[src/rtl/sprite_pos_ctrl.sv]
// sprite_pos_ctrl: sprite position controller and pixel-address generator; define SPRITE_WRAP_EN to wrap at screen edges instead of clamping
module sprite_pos_ctrl #(
   parameter int SCR_W  = 640,
   parameter int SCR_H  = 480,
   parameter int SPR_W  = 32,
   parameter int SPR_H  = 32,
   parameter int STEP   = 20,
   parameter int X0     = 320,
   parameter int Y0     = 240,
   parameter int ADDR_W = 10
) (
   input  logic              clk_i,
   input  logic              rst_ni,
   input  logic              key_ready_i,
   input  logic [4:0]        key_code_i,
   input  logic              kb_ready_i,
   input  logic [7:0]        kb_code_i,
   input  logic              frame_sync_i,
   input  logic [9:0]        col_addr_i,
   input  logic [8:0]        row_addr_i,
   output logic [9:0]        pos_x_o,
   output logic [8:0]        pos_y_o,
   output logic              hit_o,
   output logic [ADDR_W-1:0] rom_addr_o,
   output logic              cmd_drop_o
);
   typedef enum logic [2:0] {D_NONE, D_LEFT, D_RIGHT, D_UP, D_DOWN} dir_e;
   localparam logic [10:0] MAX_X  = 11'(SCR_W - SPR_W);
   localparam logic [9:0]  MAX_Y  = 10'(SCR_H - SPR_H);
   localparam logic [10:0] STEP_X = 11'(STEP);
   localparam logic [9:0]  STEP_Y = 10'(STEP);
   logic              kp_prev_q, kb_prev_q;
   dir_e              pend_q, pend_d, kp_dir, kb_dir, kb_eff, cmd;
   logic              drop_d, cmd_drop_q;
   logic [9:0]        pos_x_q, pos_x_d, disp_x_q;
   logic [8:0]        pos_y_q, pos_y_d, disp_y_q;
   logic [10:0]       x_ext, x_sum, x_dec, x_inc, col_ext, dx_ext;
   logic [9:0]        y_ext, y_sum, y_dec, y_inc, row_ext, dy_ext;
   logic [9:0]        col_off;
   logic [8:0]        row_off;
   logic              hit_q, hit_d;
   logic [ADDR_W-1:0] rom_addr_q, rom_addr_d;

   function automatic dir_e decode(input logic [7:0] code);
      return code == 8'h0C ? D_LEFT : code == 8'h0E ? D_RIGHT :
             code == 8'h09 ? D_UP : code == 8'h11 ? D_DOWN : D_NONE;
   endfunction

   // Edge-detect both sources; keypad wins, a colliding keyboard command waits one-deep in pending
   always_comb begin
      kp_dir = (key_ready_i && !kp_prev_q) ? decode({3'b000, key_code_i}) : D_NONE;
      kb_dir = (kb_ready_i && !kb_prev_q) ? decode(kb_code_i) : D_NONE;
      kb_eff = kb_dir != D_NONE ? kb_dir : pend_q;
      drop_d = kb_dir != D_NONE && pend_q != D_NONE;
      cmd    = kp_dir != D_NONE ? kp_dir : kb_eff;
      pend_d = kp_dir != D_NONE ? kb_eff : D_NONE;
   end

   // Next position with one extra bit of headroom so the boundary tests cannot overflow
   always_comb begin
      x_ext = {1'b0, pos_x_q};
      y_ext = {1'b0, pos_y_q};
      x_sum = x_ext + STEP_X;
      y_sum = y_ext + STEP_Y;
`ifdef SPRITE_WRAP_EN
      x_dec = x_ext < STEP_X ? x_ext + MAX_X + 11'd1 - STEP_X : x_ext - STEP_X;
      x_inc = x_sum > MAX_X ? x_sum - MAX_X - 11'd1 : x_sum;
      y_dec = y_ext < STEP_Y ? y_ext + MAX_Y + 10'd1 - STEP_Y : y_ext - STEP_Y;
      y_inc = y_sum > MAX_Y ? y_sum - MAX_Y - 10'd1 : y_sum;
`else
      x_dec = x_ext < STEP_X ? 11'd0 : x_ext - STEP_X;
      x_inc = x_sum > MAX_X ? MAX_X : x_sum;
      y_dec = y_ext < STEP_Y ? 10'd0 : y_ext - STEP_Y;
      y_inc = y_sum > MAX_Y ? MAX_Y : y_sum;
`endif
      pos_x_d = cmd == D_LEFT ? 10'(x_dec) : cmd == D_RIGHT ? 10'(x_inc) : pos_x_q;
      pos_y_d = cmd == D_UP ? 9'(y_dec) : cmd == D_DOWN ? 9'(y_inc) : pos_y_q;
   end

   // Hit test and ROM address against the frame-stable display copy
   always_comb begin
      col_ext    = {1'b0, col_addr_i};
      dx_ext     = {1'b0, disp_x_q};
      row_ext    = {1'b0, row_addr_i};
      dy_ext     = {1'b0, disp_y_q};
      col_off    = col_addr_i - disp_x_q;
      row_off    = row_addr_i - disp_y_q;
      hit_d      = col_ext >= dx_ext && col_ext < dx_ext + 11'(SPR_W) &&
                   row_ext >= dy_ext && row_ext < dy_ext + 10'(SPR_H);
      rom_addr_d = hit_d ? ADDR_W'(row_off * SPR_W + col_off) : '0;
   end

   // State: edge history, pending command, live and display positions, registered render outputs
   always_ff @(posedge clk_i or negedge rst_ni) begin
      if (!rst_ni) begin
         kp_prev_q  <= 1'b0;
         kb_prev_q  <= 1'b0;
         pend_q     <= D_NONE;
         cmd_drop_q <= 1'b0;
         pos_x_q    <= 10'(X0);
         pos_y_q    <= 9'(Y0);
         disp_x_q   <= 10'(X0);
         disp_y_q   <= 9'(Y0);
         hit_q      <= 1'b0;
         rom_addr_q <= '0;
      end else begin
         kp_prev_q  <= key_ready_i;
         kb_prev_q  <= kb_ready_i;
         pend_q     <= pend_d;
         cmd_drop_q <= drop_d;
         pos_x_q    <= pos_x_d;
         pos_y_q    <= pos_y_d;
         if (frame_sync_i) begin
            disp_x_q <= pos_x_q;
            disp_y_q <= pos_y_q;
         end
         hit_q      <= hit_d;
         rom_addr_q <= rom_addr_d;
      end
   end

   assign pos_x_o    = pos_x_q;
   assign pos_y_o    = pos_y_q;
   assign hit_o      = hit_q;
   assign rom_addr_o = rom_addr_q;
   assign cmd_drop_o = cmd_drop_q;
endmodule

[config.mk]
export PLATFORM = sky130hd
export DESIGN_NAME = sprite_pos_ctrl
export DESIGN_NICKNAME = d
export VERILOG_FILES = /design/src/rtl/sprite_pos_ctrl.sv
export SDC_FILE = /design/constraint.sdc
export NUM_CORES = 1
export LEC_CHECK = 0
export BUFFER_PORTS_ARGS = -buffer_cell sky130_fd_sc_hd__buf_2
export CAP_MARGIN = 20
export CORE_ASPECT_RATIO = 1.25
export CORE_MARGIN = 1.5
export CORE_UTILIZATION = 55
export DETAILED_ROUTE_END_ITERATION = 8
export GPL_TIMING_DRIVEN = 0
export PLACE_DENSITY = 0.78
export SLEW_MARGIN = 20
export SYNTH_ARGS = -nofsm -noshare
export SYNTH_HDL_FRONTEND = slang
export SYNTH_SLANG_ARGS = --single-unit
[constraint.sdc]
create_clock -name clk_i -period 3.7 [get_ports clk_i]
set_clock_uncertainty 0.2 [all_clocks]
set_input_delay 0.37 -clock clk_i [delete_from_list [all_inputs] [get_ports clk_i]]
set_output_delay 0.37 -clock clk_i [all_outputs]
set_load 0.05 [all_outputs]
==> results.md <==
* Final setup TNS at 0 ns
* TritonRoute pass-1 iters at 4
* Synth warn at 0
* Critical path's slowest cell: or4b_4
* Top-count cell post-synth: ha_1
* Starting Density at 0.575
* Endpoint class of the critical path: flop
* Drt via density at around 5.6
* IO buf count at between 60 and 70
* Final wirelength at around 8600 um
* Mapped Avg Cell Area at just under 9 um2
* Commonest cells post-synth: 43 x ha_1, 41 x o21ai_0, 40 x inv_1, 38 x nand2_1, 35 x dfrtp_1
* Relative slew slack at 0.601
* Clk sinks at 47
* Layout cells sized above 1 at 0.211
* Pwr Density at ~580 nW/um2
* Antenna viol nets, final at 0
* Synth area leader: dfrtp_1
* Antenna violations before repair at 0
* Slew @ Worst Pin at 0.599 ns
* Critical-path cell list: dlygate4sd3_1 > buf_2 > nor4bb_1 > or4b_4 > o311ai_4 > a21boi_2 > nor3b_1 > buf_2 > nand2_1 > nor3b_1 > a31oi_1 > o21ai_0
* Max rail drop VDD at 0.296 mV
* Clock slew at reported path FFs at about 0.10 ns
* N_diodes at 0
* Post-DP HPWL at roughly 6700 um
* Total number of H-tree levels at 2
* I/O pin total at between 60 and 70
* Wirelength per Cell at roughly 14 um
* Post-CTS Hold Buffers at 2
* Post-synth EDFFs at 0
* Final Non-Filler Cells at ~630
* Postcts setup bufs at 0
* Die area at between 7000 and 8000 um2
* Yosys top cell area share at 0.217
* P&R area growth vs syn at 14.8%
* Final net count at approximately 630
* Hold WC Path Type: in -> reg
* Top post-synthesis cells by area: dfrtp_1 22%, ha_1 13%, dfstp_2 7.8%
* Clk buf depth at 2
* Die span in y at roughly 99 um
* First-pass GRT wire length at about 15000 um
* Slowest stage delay, CP at approximately 0.53 ns
* Site Rows at 34
* RSZ-0062 raised after global routing: false
* Drt initial violations at ~110
* MaxCap Viol Count at 0
* Pin count of the biggest net entering global routing at 48
* Mapped Area at slightly above 4000 um2
* Startpoint Class: input pin
* Tmin final at about 3.3 ns
* Ys async rst share at 1.00
* Leak Pwr at 2.13 nW
* WP data arrival at 3.35 ns
* Fillers at between 500 and 600
* Setup violators final at 0
* Hold path cells at 2
* GP Congestion at roughly 0.90
* Final Cycle Share at 0.897
* Total CTS buffers at 5
* CP Class: in -> reg
* Post-cts resize count at 0
* Die width at around 80 um
* Final hold slack at roughly 0.10 ns
* Core box area at 7020 um2
* Data required, critical path at 3.73 ns
* Ys flop type: dfrtp_1
* R2r setup slk at slightly below 0.4 ns
* Final core occ at 0.660
* GRT overflow at 0
* Dpl cells at between 600 and 700
* Register area share after synthesis at 0.295
* Final hold vios at 0
* Post-Syn Instances at about 460
* CP top delay family: simple AND/OR/NAND/NOR gates
* WP depth at 12
* Vias in the first global route at 3391
* Total GRT Usage at 0.230
* Slew Limit Fails at 0
* Clk Latency, worst-skew pair at 0.31 ns
* Flops & latches, synth at between 40 and 50
* TritonCTS clock tree: done
* Critical-path maximum fanout at 10
* CP bufs+invs at 3
* FMAX at approximately 300 MHz
* Yosys cell types at between 70 and 80
* Worst r2r path cells at 12
* Status: completed
* # DRC at 0
* Root buf cell: clkbuf_8
* Vias at roughly 3.5k
-- metal layers --
layer	global-route usage	vias up	wire [um]
li1	-	1766	-
met1	0.257	1662	3540
met2	0.434	92	4530
met3	0.0306	22	325
met4	0.0850	0	234
met5	0	-	0
-- path summary, 6_finish.rpt --
check | from | endpoint
min | col_addr_i[0] | rom_addr_o[0]
min in group asynchronous | rst_ni | rom_addr_o[0]
max | kb_ready_i | pos_x_o[8]
min reg2reg | disp_y_q[4] | disp_y_q[4]
max in group asynchronous | rst_ni | disp_y_q[2]
max reg2reg | disp_x_q[2] | rom_addr_o[5]
-- cell type report --
class / instances / area, um2 / share of cell area
Timing Repair Buffer: 65 / 343 / 0.0740
Buffer: 19 / 114 / 0.0246
Clock inverter: 2 / 35.0 / 0.00756
Clock buffer: 6 / 82.6 / 0.0178
Sequential cell: 47 / 1190 / 0.257
Inverter: 40 / 150 / 0.0324
Tap cell: 90 / 113 / 0.0243
Multi-Input combinational cell: 362 / 2600 / 0.562
-- layout by cell type (no fill, tap or decap), types with 8 or more instances in the layout --
cell type and count:
a21oi_1 28, buf_2 62, clkbuf_1 9, conb_1 8, dfrtp_1 35, dfstp_2 12
fa_1 8, ha_1 43, inv_1 40, nand2_1 38, nand2b_1 10, nand3_1 9
nor2_1 34, nor3_1 15, o21a_1 11, o21ai_0 41, xnor2_1 16
-- power breakdown --
| part | switching [W] | internal (W) | leakage [nW] | total (W) |
|---|---|---|---|---|
| clock network | 0.000183 | 0.000219 | 0.0612 | 0.000402 |
| logic | 0.000969 | 0.000560 | 1.49 | 0.00153 |
| registers | 0.000120 | 0.000648 | 0.584 | 0.000768 |
-- kinds of logic (layout without fill, tap and decap cells) --
family / count (synthesis) / count (layout) / synth area share
AOI/OAI and AO/OA: 128 / 128 / 0.207
other: 2 / 8 / 0.00186
buffers and inverters: 59 / 132 / 0.0654
DFF: 47 / 47 / 0.295
and+or+nand+nor: 154 / 154 / 0.211
adders and majority gates: 51 / 51 / 0.173
muxes: 1 / 1 / 0.00248
xor gates and xnor gates: 20 / 20 / 0.0434
-- flip-flops by register name, summed over array words and instances, names as in the netlist --
register,flops
pend_q,3
disp_y_q,7
pos_y_o,7
rom_addr_o,10
cmd_drop_o,1
kp_prev_q,1
pos_x_o,8
disp_x_q,8
hit_o,1
kb_prev_q,1
-- per-stage QoR --
step	setup WS, ns	cell area [um2]	total power (W)
2_1_floorplan	0.965	4060	0.00194
3_3_place_gp	0.353	4480	0.00224
3_5_place_dp	0.264	4480	0.00229
4_1_cts	0.357	4620	0.00270
5_1_grt	0.0886	4630	0.00293
6_report	0.381	4630	0.00270
Note: power is estimated with default switching activity, not from simulation.
